`config.mk`:
```
export PLATFORM = sky130hd
export DESIGN_NAME = alu_exec_unit
export DESIGN_NICKNAME = d
export VERILOG_FILES = /design/src/rtl/alu_exec_unit.sv
export SDC_FILE = /design/constraint.sdc
export NUM_CORES = 1
export LEC_CHECK = 0
export BUFFER_PORTS_ARGS = -buffer_cell sky130_fd_sc_hd__buf_2
export CAP_MARGIN = 0
export CORE_UTILIZATION = 45
export DETAILED_ROUTE_END_ITERATION = 7
export PLACE_DENSITY = 0.75
export SYNTH_ARGS = -nofsm -noshare
export SYNTH_HDL_FRONTEND = slang
export SYNTH_SLANG_ARGS = --single-unit
```
`constraint.sdc`:
```
create_clock -name clk -period 3.55 [get_ports clk]
set_input_delay 0.71 -clock clk [delete_from_list [all_inputs] [get_ports clk]]
set_output_delay 0.71 -clock clk [all_outputs]
set_load 0.03 [all_outputs]
```
`src/rtl/alu_exec_unit.sv`:
```
// Handshaked execute-stage ALU: single-cycle logic/arithmetic ops, plus
// shifts that move one bit per cycle. Responses are held until OutReady.
module alu_exec_unit #(
    parameter int WIDTH = 32
) (
    input  logic             clk,
    input  logic             rst_n,
    input  logic             InValid,
    output logic             InReady,
    input  logic [WIDTH-1:0] A,
    input  logic [WIDTH-1:0] B,
    input  logic [3:0]       ALUControl,
    output logic             OutValid,
    input  logic             OutReady,
    output logic [WIDTH-1:0] Result,
    output logic             Zero,
    output logic             Overflow
);

    localparam logic [1:0] ST_IDLE  = 2'b00;
    localparam logic [1:0] ST_SHIFT = 2'b01;
    localparam logic [1:0] ST_DONE  = 2'b10;

    localparam logic [3:0] OP_AND = 4'b0000;
    localparam logic [3:0] OP_OR  = 4'b0001;
    localparam logic [3:0] OP_ADD = 4'b0010;
    localparam logic [3:0] OP_SUB = 4'b0110;
    localparam logic [3:0] OP_SLT = 4'b0111;
    localparam logic [3:0] OP_NOR = 4'b1100;
    localparam logic [3:0] OP_SLL = 4'b1000;
    localparam logic [3:0] OP_SRL = 4'b1001;
    localparam logic [3:0] OP_SRA = 4'b1010;

    // Returns {overflow, result}; unknown opcodes yield zero with no overflow.
    function automatic logic [WIDTH:0] alu_single(
        input logic [WIDTH-1:0] a,
        input logic [WIDTH-1:0] b,
        input logic [3:0]       op
    );
        logic [WIDTH-1:0] res;
        logic             ovf;
        res = {WIDTH{1'b0}};
        ovf = 1'b0;
        case (op)
            OP_AND: res = a & b;
            OP_OR:  res = a | b;
            OP_ADD: begin
                res = a + b;
                ovf = (a[WIDTH-1] == b[WIDTH-1]) && (res[WIDTH-1] != a[WIDTH-1]);
            end
            OP_SUB: begin
                res = a - b;
                ovf = (a[WIDTH-1] != b[WIDTH-1]) && (res[WIDTH-1] != a[WIDTH-1]);
            end
            OP_SLT: res = {{(WIDTH-1){1'b0}}, ($signed(a) < $signed(b))};
            OP_NOR: res = ~(a | b);
            default: begin
                res = {WIDTH{1'b0}};
                ovf = 1'b0;
            end
        endcase
        return {ovf, res};
    endfunction

    function automatic logic is_shift(input logic [3:0] op);
        logic r;
        case (op)
            OP_SLL, OP_SRL, OP_SRA: r = 1'b1;
            default:                r = 1'b0;
        endcase
        return r;
    endfunction

    function automatic logic [WIDTH-1:0] shift_one(
        input logic [WIDTH-1:0] val,
        input logic [3:0]       op
    );
        logic [WIDTH-1:0] r;
        case (op)
            OP_SLL:  r = {val[WIDTH-2:0], 1'b0};
            OP_SRL:  r = {1'b0, val[WIDTH-1:1]};
            OP_SRA:  r = {val[WIDTH-1], val[WIDTH-1:1]};
            default: r = val;
        endcase
        return r;
    endfunction

    logic [1:0]       state_q, state_d;
    logic [3:0]       op_q, op_d;
    logic [4:0]       cnt_q, cnt_d;
    logic [WIDTH-1:0] result_q, result_d;
    logic             zero_q, zero_d;
    logic             ovf_q, ovf_d;
    logic [WIDTH:0]   single_s;
    logic [WIDTH-1:0] shifted_s;

    assign single_s  = alu_single(A, B, ALUControl);
    assign shifted_s = shift_one(result_q, op_q);

    // Next-state and datapath: result_q doubles as the shift register during SHIFT.
    always_comb begin
        state_d  = state_q;
        op_d     = op_q;
        cnt_d    = cnt_q;
        result_d = result_q;
        zero_d   = zero_q;
        ovf_d    = ovf_q;
        case (state_q)
            ST_IDLE: begin
                if (InValid) begin
                    op_d = ALUControl;
                    if (is_shift(ALUControl)) begin
                        ovf_d    = 1'b0;
                        result_d = A;
                        cnt_d    = B[4:0];
                        if (B[4:0] == 5'd0) begin
                            zero_d  = (A == {WIDTH{1'b0}});
                            state_d = ST_DONE;
                        end else begin
                            zero_d  = 1'b0;
                            state_d = ST_SHIFT;
                        end
                    end else begin
                        result_d = single_s[WIDTH-1:0];
                        ovf_d    = single_s[WIDTH];
                        zero_d   = (single_s[WIDTH-1:0] == {WIDTH{1'b0}});
                        cnt_d    = 5'd0;
                        state_d  = ST_DONE;
                    end
                end else begin
                    state_d = ST_IDLE;
                end
            end
            ST_SHIFT: begin
                result_d = shifted_s;
                cnt_d    = cnt_q - 5'd1;
                if (cnt_q == 5'd1) begin
                    zero_d  = (shifted_s == {WIDTH{1'b0}});
                    state_d = ST_DONE;
                end else begin
                    state_d = ST_SHIFT;
                end
            end
            ST_DONE: begin
                if (OutReady) begin
                    state_d = ST_IDLE;
                end else begin
                    state_d = ST_DONE;
                end
            end
            default: begin
                state_d = ST_IDLE;
                cnt_d   = 5'd0;
            end
        endcase
    end

    // State and output registers with asynchronous active-low reset.
    always_ff @(posedge clk or negedge rst_n) begin
        if (!rst_n) begin
            state_q  <= ST_IDLE;
            op_q     <= 4'b0000;
            cnt_q    <= 5'd0;
            result_q <= {WIDTH{1'b0}};
            zero_q   <= 1'b0;
            ovf_q    <= 1'b0;
        end else begin
            state_q  <= state_d;
            op_q     <= op_d;
            cnt_q    <= cnt_d;
            result_q <= result_d;
            zero_q   <= zero_d;
            ovf_q    <= ovf_d;
        end
    end

    assign InReady  = (state_q == ST_IDLE);
    assign OutValid = (state_q == ST_DONE);
    assign Result   = result_q;
    assign Zero     = zero_q;
    assign Overflow = ovf_q;

endmodule

```
* Word-level counts from Yosys, hierarchy flattened
Index checks and enable logic that the tools add are counted.
** Operators by class
- Reductions and logical operators :: 14
- $add $sub $neg :: 3
- Mux-type cells :: 24
- Eq/ne operators :: 20
- Bitwise operators :: 4
- Order comparisons :: 1
** Operators with widths (count)
- case mux 32 bit (6 select lines) :: 1
- zero test 32 bit :: 3
- case mux 32 bit (3 select lines) :: 1
- 2-to-1 mux 32 bit :: 2
- case mux 32 bit (2 select lines) :: 1
- adder 32 bit :: 1
- bitwise AND 32 bit :: 1
- less-than comparator 32 bit :: 1
- inverter 32 bit :: 1
- bitwise OR 32 bit :: 1
- subtractor 32 bit :: 1
- == test 4 bit (second input constant) :: 7
- case mux 5 bit (3 select lines) :: 1
- 2-to-1 mux 2 bit :: 5
- 2-to-1 mux 5 bit :: 2
- == test 4 x 3 -> 1 bit (second input constant) :: 2
- 2-to-1 mux 1 bit :: 8
- case mux 2 bit (3 select lines) :: 1
- AND reduction 2 bit :: 3
- == test 5 x 1 -> 1 bit (second input constant) :: 1
- zero test 5 bit :: 1
- subtractor 5 x 1 -> 5 bit (second input constant) :: 1
- == test 4 x 1 -> 1 bit (second input constant) :: 1
- == test 4 x 2 -> 1 bit (second input constant) :: 1
- other kinds (13) :: 18
** Word-level totals
- Input bits :: 72
- Flip-flop bits (word level) :: 45
- Output and inout bits :: 36
- Logic and storage cells :: 72

* Depth between registers and ports, before layout
- Depth in word-level cells :: 8
- Depth in mapped cells :: 14
- Mapped depth without buffers :: 14

* Least setup slack after synthesis
OpenSTA, ideal clock, no wires.
- Path type :: input to register
- From :: in A[1]
- To :: reg zero_q, in the netlist Zero
- Data arrival time :: 3.678 ns
- Setup time :: 0.104 ns
- Required time :: 3.446 ns
- Path buffers :: 0
- Slack :: -0.231 ns
- Cell stages on the path :: 13
- Path through :: inv_1 ha_1 o21ba_2 nor4_4 o21bai_1 and3_1 o31a_1 a221o_1 a22o_1 nor4_1 nand4_1 or4_1 o41ai_2
** Between the ends
- Cells in the longest elaborated chain, start to end :: 7
- Elaborated cells between the ends (all ways) :: 13
- Those cells by class :: add/sub: 2; order compare: 1; mux: 5; bitwise: 3; reduce/logical: 2
** RTL lines
- start, declared :: line 10 : input logic [WIDTH-1:0] A,
- parallel branches: the longest is 4 deep, another holds subtractor 32 bit
- 2-to-1 mux 1 bit (*) :: line 112 : if (is_shift(ALUControl)) begin
- 2-to-1 mux 1 bit (*) :: line 110 : if (InValid) begin
- case mux 1 bit (2 select lines) (*) :: line 108 : case (state_q)
- end signal, assigned :: line 172 : zero_q <= zero_d;
- end, declared :: line 92 : logic zero_q, zero_d;
Mark *: on every way between the ends. The select of a mux whose other input is x is not followed.
A chain may end at the register's enable or synchronous reset.

* Final worst setup path
- From :: in A[2]
- To :: reg zero_q, in the netlist Zero
Same word-level chain as after synthesis.

==> flow_summary.toml <==
[placement]
globalplace.congestion = 1.061
detailedPlace.worstSlack_ns = -0.8553
dp_cells = 1865
number_of_port_buffers = 107
placedInstanceArea_um2 = 12120
dp_hpwl_mm = 30.44

[global_route]
grt_antenna_before_repair = 0
overflow = 0
groute.usage.overall_pct = 37.12
pin_count_of_the_biggest_net_entering_global_routing = 46
first_pass_grt_wire_length_mm = 60.51
grt_pass1_vias = 11052

[timing]
worst_slew_margin_rel_pct = 19.18
whs_ns = 0.5255
finalCritPeriodShare_pct = 109.5
worst_slack_ns = -0.3387
max_slew.worst_pin.slew_ns = 1.207
worst_clock_skew_ns = 0.005042
final_hold_viol_count = 0
achievable-frequency_mhz = 257.2
setup-violations-final = 1
time_the_final_worst_path_needs_with_i_o_delays_and_setup_ns = 3.889
maxSlewViolCount = 0
rsz0062_at_grt = "true"

[critical_path]
r2r_start = "op_q[2]"
timing.setup.critical_path_class = "in2reg"
timing.critical_path.mode_cell = "sky130_fd_sc_hd__buf_6"
flop2flop_setup_slack_ns = 0.23
timing.critical_path.slowest_cell_delay_ns = 0.43
timing.critical_path.slowest_stage_cell = "sky130_fd_sc_hd__or4_1"
endpoint_kind = "flop"
critical_path_peak_fanout = 4
cpLargestDelayFamily = "simple AND/OR/NAND/NOR gates"
crit_path_start = "A[2]"
arrival_ns = 4.08
critPathRequiredTime_ns = 3.74
timing.critical_path.from_type = "input pin"
crit_buf_inv = 4
timing.critical_path.cells = "buf_6 > inv_2 > ha_4 > buf_6 > nor4_4 > buf_4 > o21bai_4 > and3_4 > o31a_1 > a221o_1 > a22o_1 > nor4_2 > nand4_1 > or4_1 > o41ai_2"

[final_layout]
drive_above_1_share_pct = 36.14
synthToLayoutAreaGrowth_pct = 41.30
nFillCells = 1712
num_antenna_cells = 0
stdcell_count = 1892
design.final.nets = 1810
final_cell_area_um2 = 12930

[min_path]
worst_hold_path_type = "reg2reg"
min-delay-start = "op_q[3]"

[routing]
routed-via-count = 12020
route.final.wire_length_mm = 39.20
avgViaCountPerCell = 6.353
dr.first_iter.drc_count = 1537
drt_first_pass_iters = 7
drcViolationCount = 0
avg_wl_per_cell_um = 20.72
ant_nets = 0

[clock_network]
hold_buf_cts = 0
numCtsBuffers = 5
worst_skew_pair.late_latency_ns = 0.29
tritoncts_num_sinks = 45
cts.htree.levels = 2
tritoncts = "done"
clk_pin_slew_worst_paths_ns = 0.06
root_buffer = "sky130_fd_sc_hd__clkbuf_16"
clockBufferDepth = 2

[die]
initial_utilization_pct = 46.41
die-area_um2 = 20910
fp.dieW_um = 144.6
die_height_um = 144.6
io-pin-count = 108
placeable_core_area_um2 = 19720
rows = 51

[power]
seq_power_share_pct = 19.3
p_switching_mw = 2.994
post-layout-total-power_mw = 5.749
p_sw_share_pct = 52.08
power_per_cell_area_nw_per_um2 = 444.6
vdd.ir_drop.worst_mv = 0.3246
power.share.combinational_pct = 72.8
power.internal_mw = 2.755
power.clock.fraction_pct = 7.9
static-leakage-power_nw = 5.988

[logic_synthesis]
syn_area_per_cell_um2 = 7.211
yosys.cell_types.count = 94
synth_top_cells_by_area = "sky130_fd_sc_hd__ha_1 15%, sky130_fd_sc_hd__dfrtp_1 12%, sky130_fd_sc_hd__a21oi_1 7.2%"
synth-edff-count = 0
synthCells = 1269
synth.top_cell.area_share_pct = 15.04
synthArstFlopShare_pct = 100.0
synth-main-ff-cell = "sky130_fd_sc_hd__dfrtp_1"
ys_seq_elements = 45
synth.cell_area_um2 = 9151
synth_warnings = 0
cell_type_with_the_largest_total_area_after_synthesis = "sky130_fd_sc_hd__ha_1"
synth_seq_area_share_pct = 12.31
synth_nets = 1453

[job]
cap_violations = 0

[outcome]
violations = "negative setup slack"
status = "finished with violations"
layout by cell type (no fill, tap or decap), types with 14 or more instances in the layout:
cell type	count
sky130_fd_sc_hd__o221ai_1	20
sky130_fd_sc_hd__dfrtp_1	45
sky130_fd_sc_hd__a221o_1	17
sky130_fd_sc_hd__buf_2	98
sky130_fd_sc_hd__a21oi_1	122
sky130_fd_sc_hd__buf_4	322
sky130_fd_sc_hd__mux2_2	27
sky130_fd_sc_hd__o31ai_1	16
sky130_fd_sc_hd__o22ai_1	66
sky130_fd_sc_hd__o21ai_0	68
sky130_fd_sc_hd__nor2_1	99
sky130_fd_sc_hd__inv_1	89
sky130_fd_sc_hd__a22oi_1	43
sky130_fd_sc_hd__nand2_1	77
sky130_fd_sc_hd__nor4_1	14
sky130_fd_sc_hd__ha_1	96
sky130_fd_sc_hd__nand4_1	14
sky130_fd_sc_hd__nand3_1	24
sky130_fd_sc_hd__nor3_1	26
metal layers:
metal | vias to the layer above | track usage [%] | share of wire, % | wire [µm]
met5 | - | 0 | 0 | 0
met2 | 779 | 59.01 | 43 | 17020
met4 | 0 | 12.69 | 4.2 | 1655
met3 | 138 | 3.576 | 9.9 | 3890
met1 | 5573 | 52.04 | 42 | 16630
li1 | 5530 | - | - | -
per-stage QoR:
step           setup TNS [ns]  util [%]
3_5_place_dp           -3.735     61.49
5_1_grt               -0.6226     65.58
3_3_place_gp           -3.107     61.49
4_1_cts               -0.2861     64.10
6_report              -0.3387     65.58
2_1_floorplan         -0.1962         -
flip-flops by register name, summed over array words and instances (netlist names):
register  count
state_q       2
op_q          4
cnt_q         5
Zero          1
Overflow      1
Result       32
power groups by stage:
stage	registers (mW)	logic, mW	clock network (mW)
3_5_place_dp	1.09	3.93	0
6_report	1.11	4.19	0.454
3_3_place_gp	1.08	3.85	0
5_1_grt	1.14	4.50	0.482
4_1_cts	1.08	4.03	0.455
2_1_floorplan	1.32	2.31	0
final timing paths:
| kind | end | depth (start not counted) |
|---|---|---|
| worst max-delay path | Zero | 15 |
| worst min-delay path | op_q[3] | 2 |
| worst max register to register | Zero | 11 |
| worst min register to register | op_q[3] | 2 |
| max in group asynchronous | Result[27] | 1 |
| min in group asynchronous | Result[5] | 1 |
area by class of cell:
type	instances	area, µm²	share of cell area [%]
clock inverter	2	10.01	0.07741
sequential	45	1126	8.708
clock buffer	6	128.9	0.9966
multi-input combinational	1034	7734	59.81
timing repair buffer	440	3206	24.79
inverter	100	395.4	3.058
tap	265	331.6	2.564
kinds of logic after synthesis:
| family | share of synthesized area (%) |
|---|---|
| AOI/OAI and AO/OA | 39.73 |
| and+or+nand+nor | 20.02 |
| buffers and inverters | 8.121 |
| adders and majority gates | 15.48 |
| DFF | 12.31 |
| muxes | 3.869 |
| xor gates and xnor gates | 0.4785 |
Yosys cell counts (6+ instances only):
cell,count
sky130_fd_sc_hd__a21oi_1,131
sky130_fd_sc_hd__ha_1,110
sky130_fd_sc_hd__nor2_1,102
sky130_fd_sc_hd__inv_1,100
sky130_fd_sc_hd__nand2_1,77
sky130_fd_sc_hd__o21ai_0,74
sky130_fd_sc_hd__o22ai_1,67
sky130_fd_sc_hd__clkbuf_1,65
sky130_fd_sc_hd__dfrtp_1,45
sky130_fd_sc_hd__a22oi_1,44
sky130_fd_sc_hd__mux2_2,27
sky130_fd_sc_hd__nor3_1,27
sky130_fd_sc_hd__nand3_1,25
sky130_fd_sc_hd__o221ai_1,23
sky130_fd_sc_hd__a221o_1,17
sky130_fd_sc_hd__nor4_1,17
sky130_fd_sc_hd__o31ai_1,17
sky130_fd_sc_hd__buf_2,15
sky130_fd_sc_hd__nand4_1,14
sky130_fd_sc_hd__a211oi_1,13
sky130_fd_sc_hd__a31oi_1,13
sky130_fd_sc_hd__a21o_1,11
sky130_fd_sc_hd__nand2b_1,11
sky130_fd_sc_hd__o21bai_1,11
sky130_fd_sc_hd__and2_1,9
sky130_fd_sc_hd__and3_1,9
sky130_fd_sc_hd__nor2b_1,9
sky130_fd_sc_hd__o211ai_1,9
sky130_fd_sc_hd__o22a_1,9
sky130_fd_sc_hd__buf_1,8
sky130_fd_sc_hd__a22o_1,7
sky130_fd_sc_hd__o31a_1,7
sky130_fd_sc_hd__or2_2,7
sky130_fd_sc_hd__nor3b_1,6
sky130_fd_sc_hd__or4_1,6
repair_timing:
item,4_1_cts,5_1_grt
gates resized for setup,73,49
pin swaps,26,28
setup endpoints to repair,6,10
setup buffers,7,12
worst register-to-register path, cell delays in order, from the launching register on:
cell                        delay, ns
sky130_fd_sc_hd__dfrtp_1         0.40
sky130_fd_sc_hd__nor2b_2         0.36
sky130_fd_sc_hd__nand2_1         0.13
sky130_fd_sc_hd__o22ai_1         0.14
sky130_fd_sc_hd__a21oi_1         0.12
sky130_fd_sc_hd__a2111oi_0       0.43
sky130_fd_sc_hd__o211a_1         0.23
sky130_fd_sc_hd__nand4b_1        0.11
sky130_fd_sc_hd__or4_1           0.45
sky130_fd_sc_hd__o311ai_0        0.53
sky130_fd_sc_hd__o21ai_0         0.25
sky130_fd_sc_hd__o41ai_2         0.09
(Power assumes the default switching activity.)
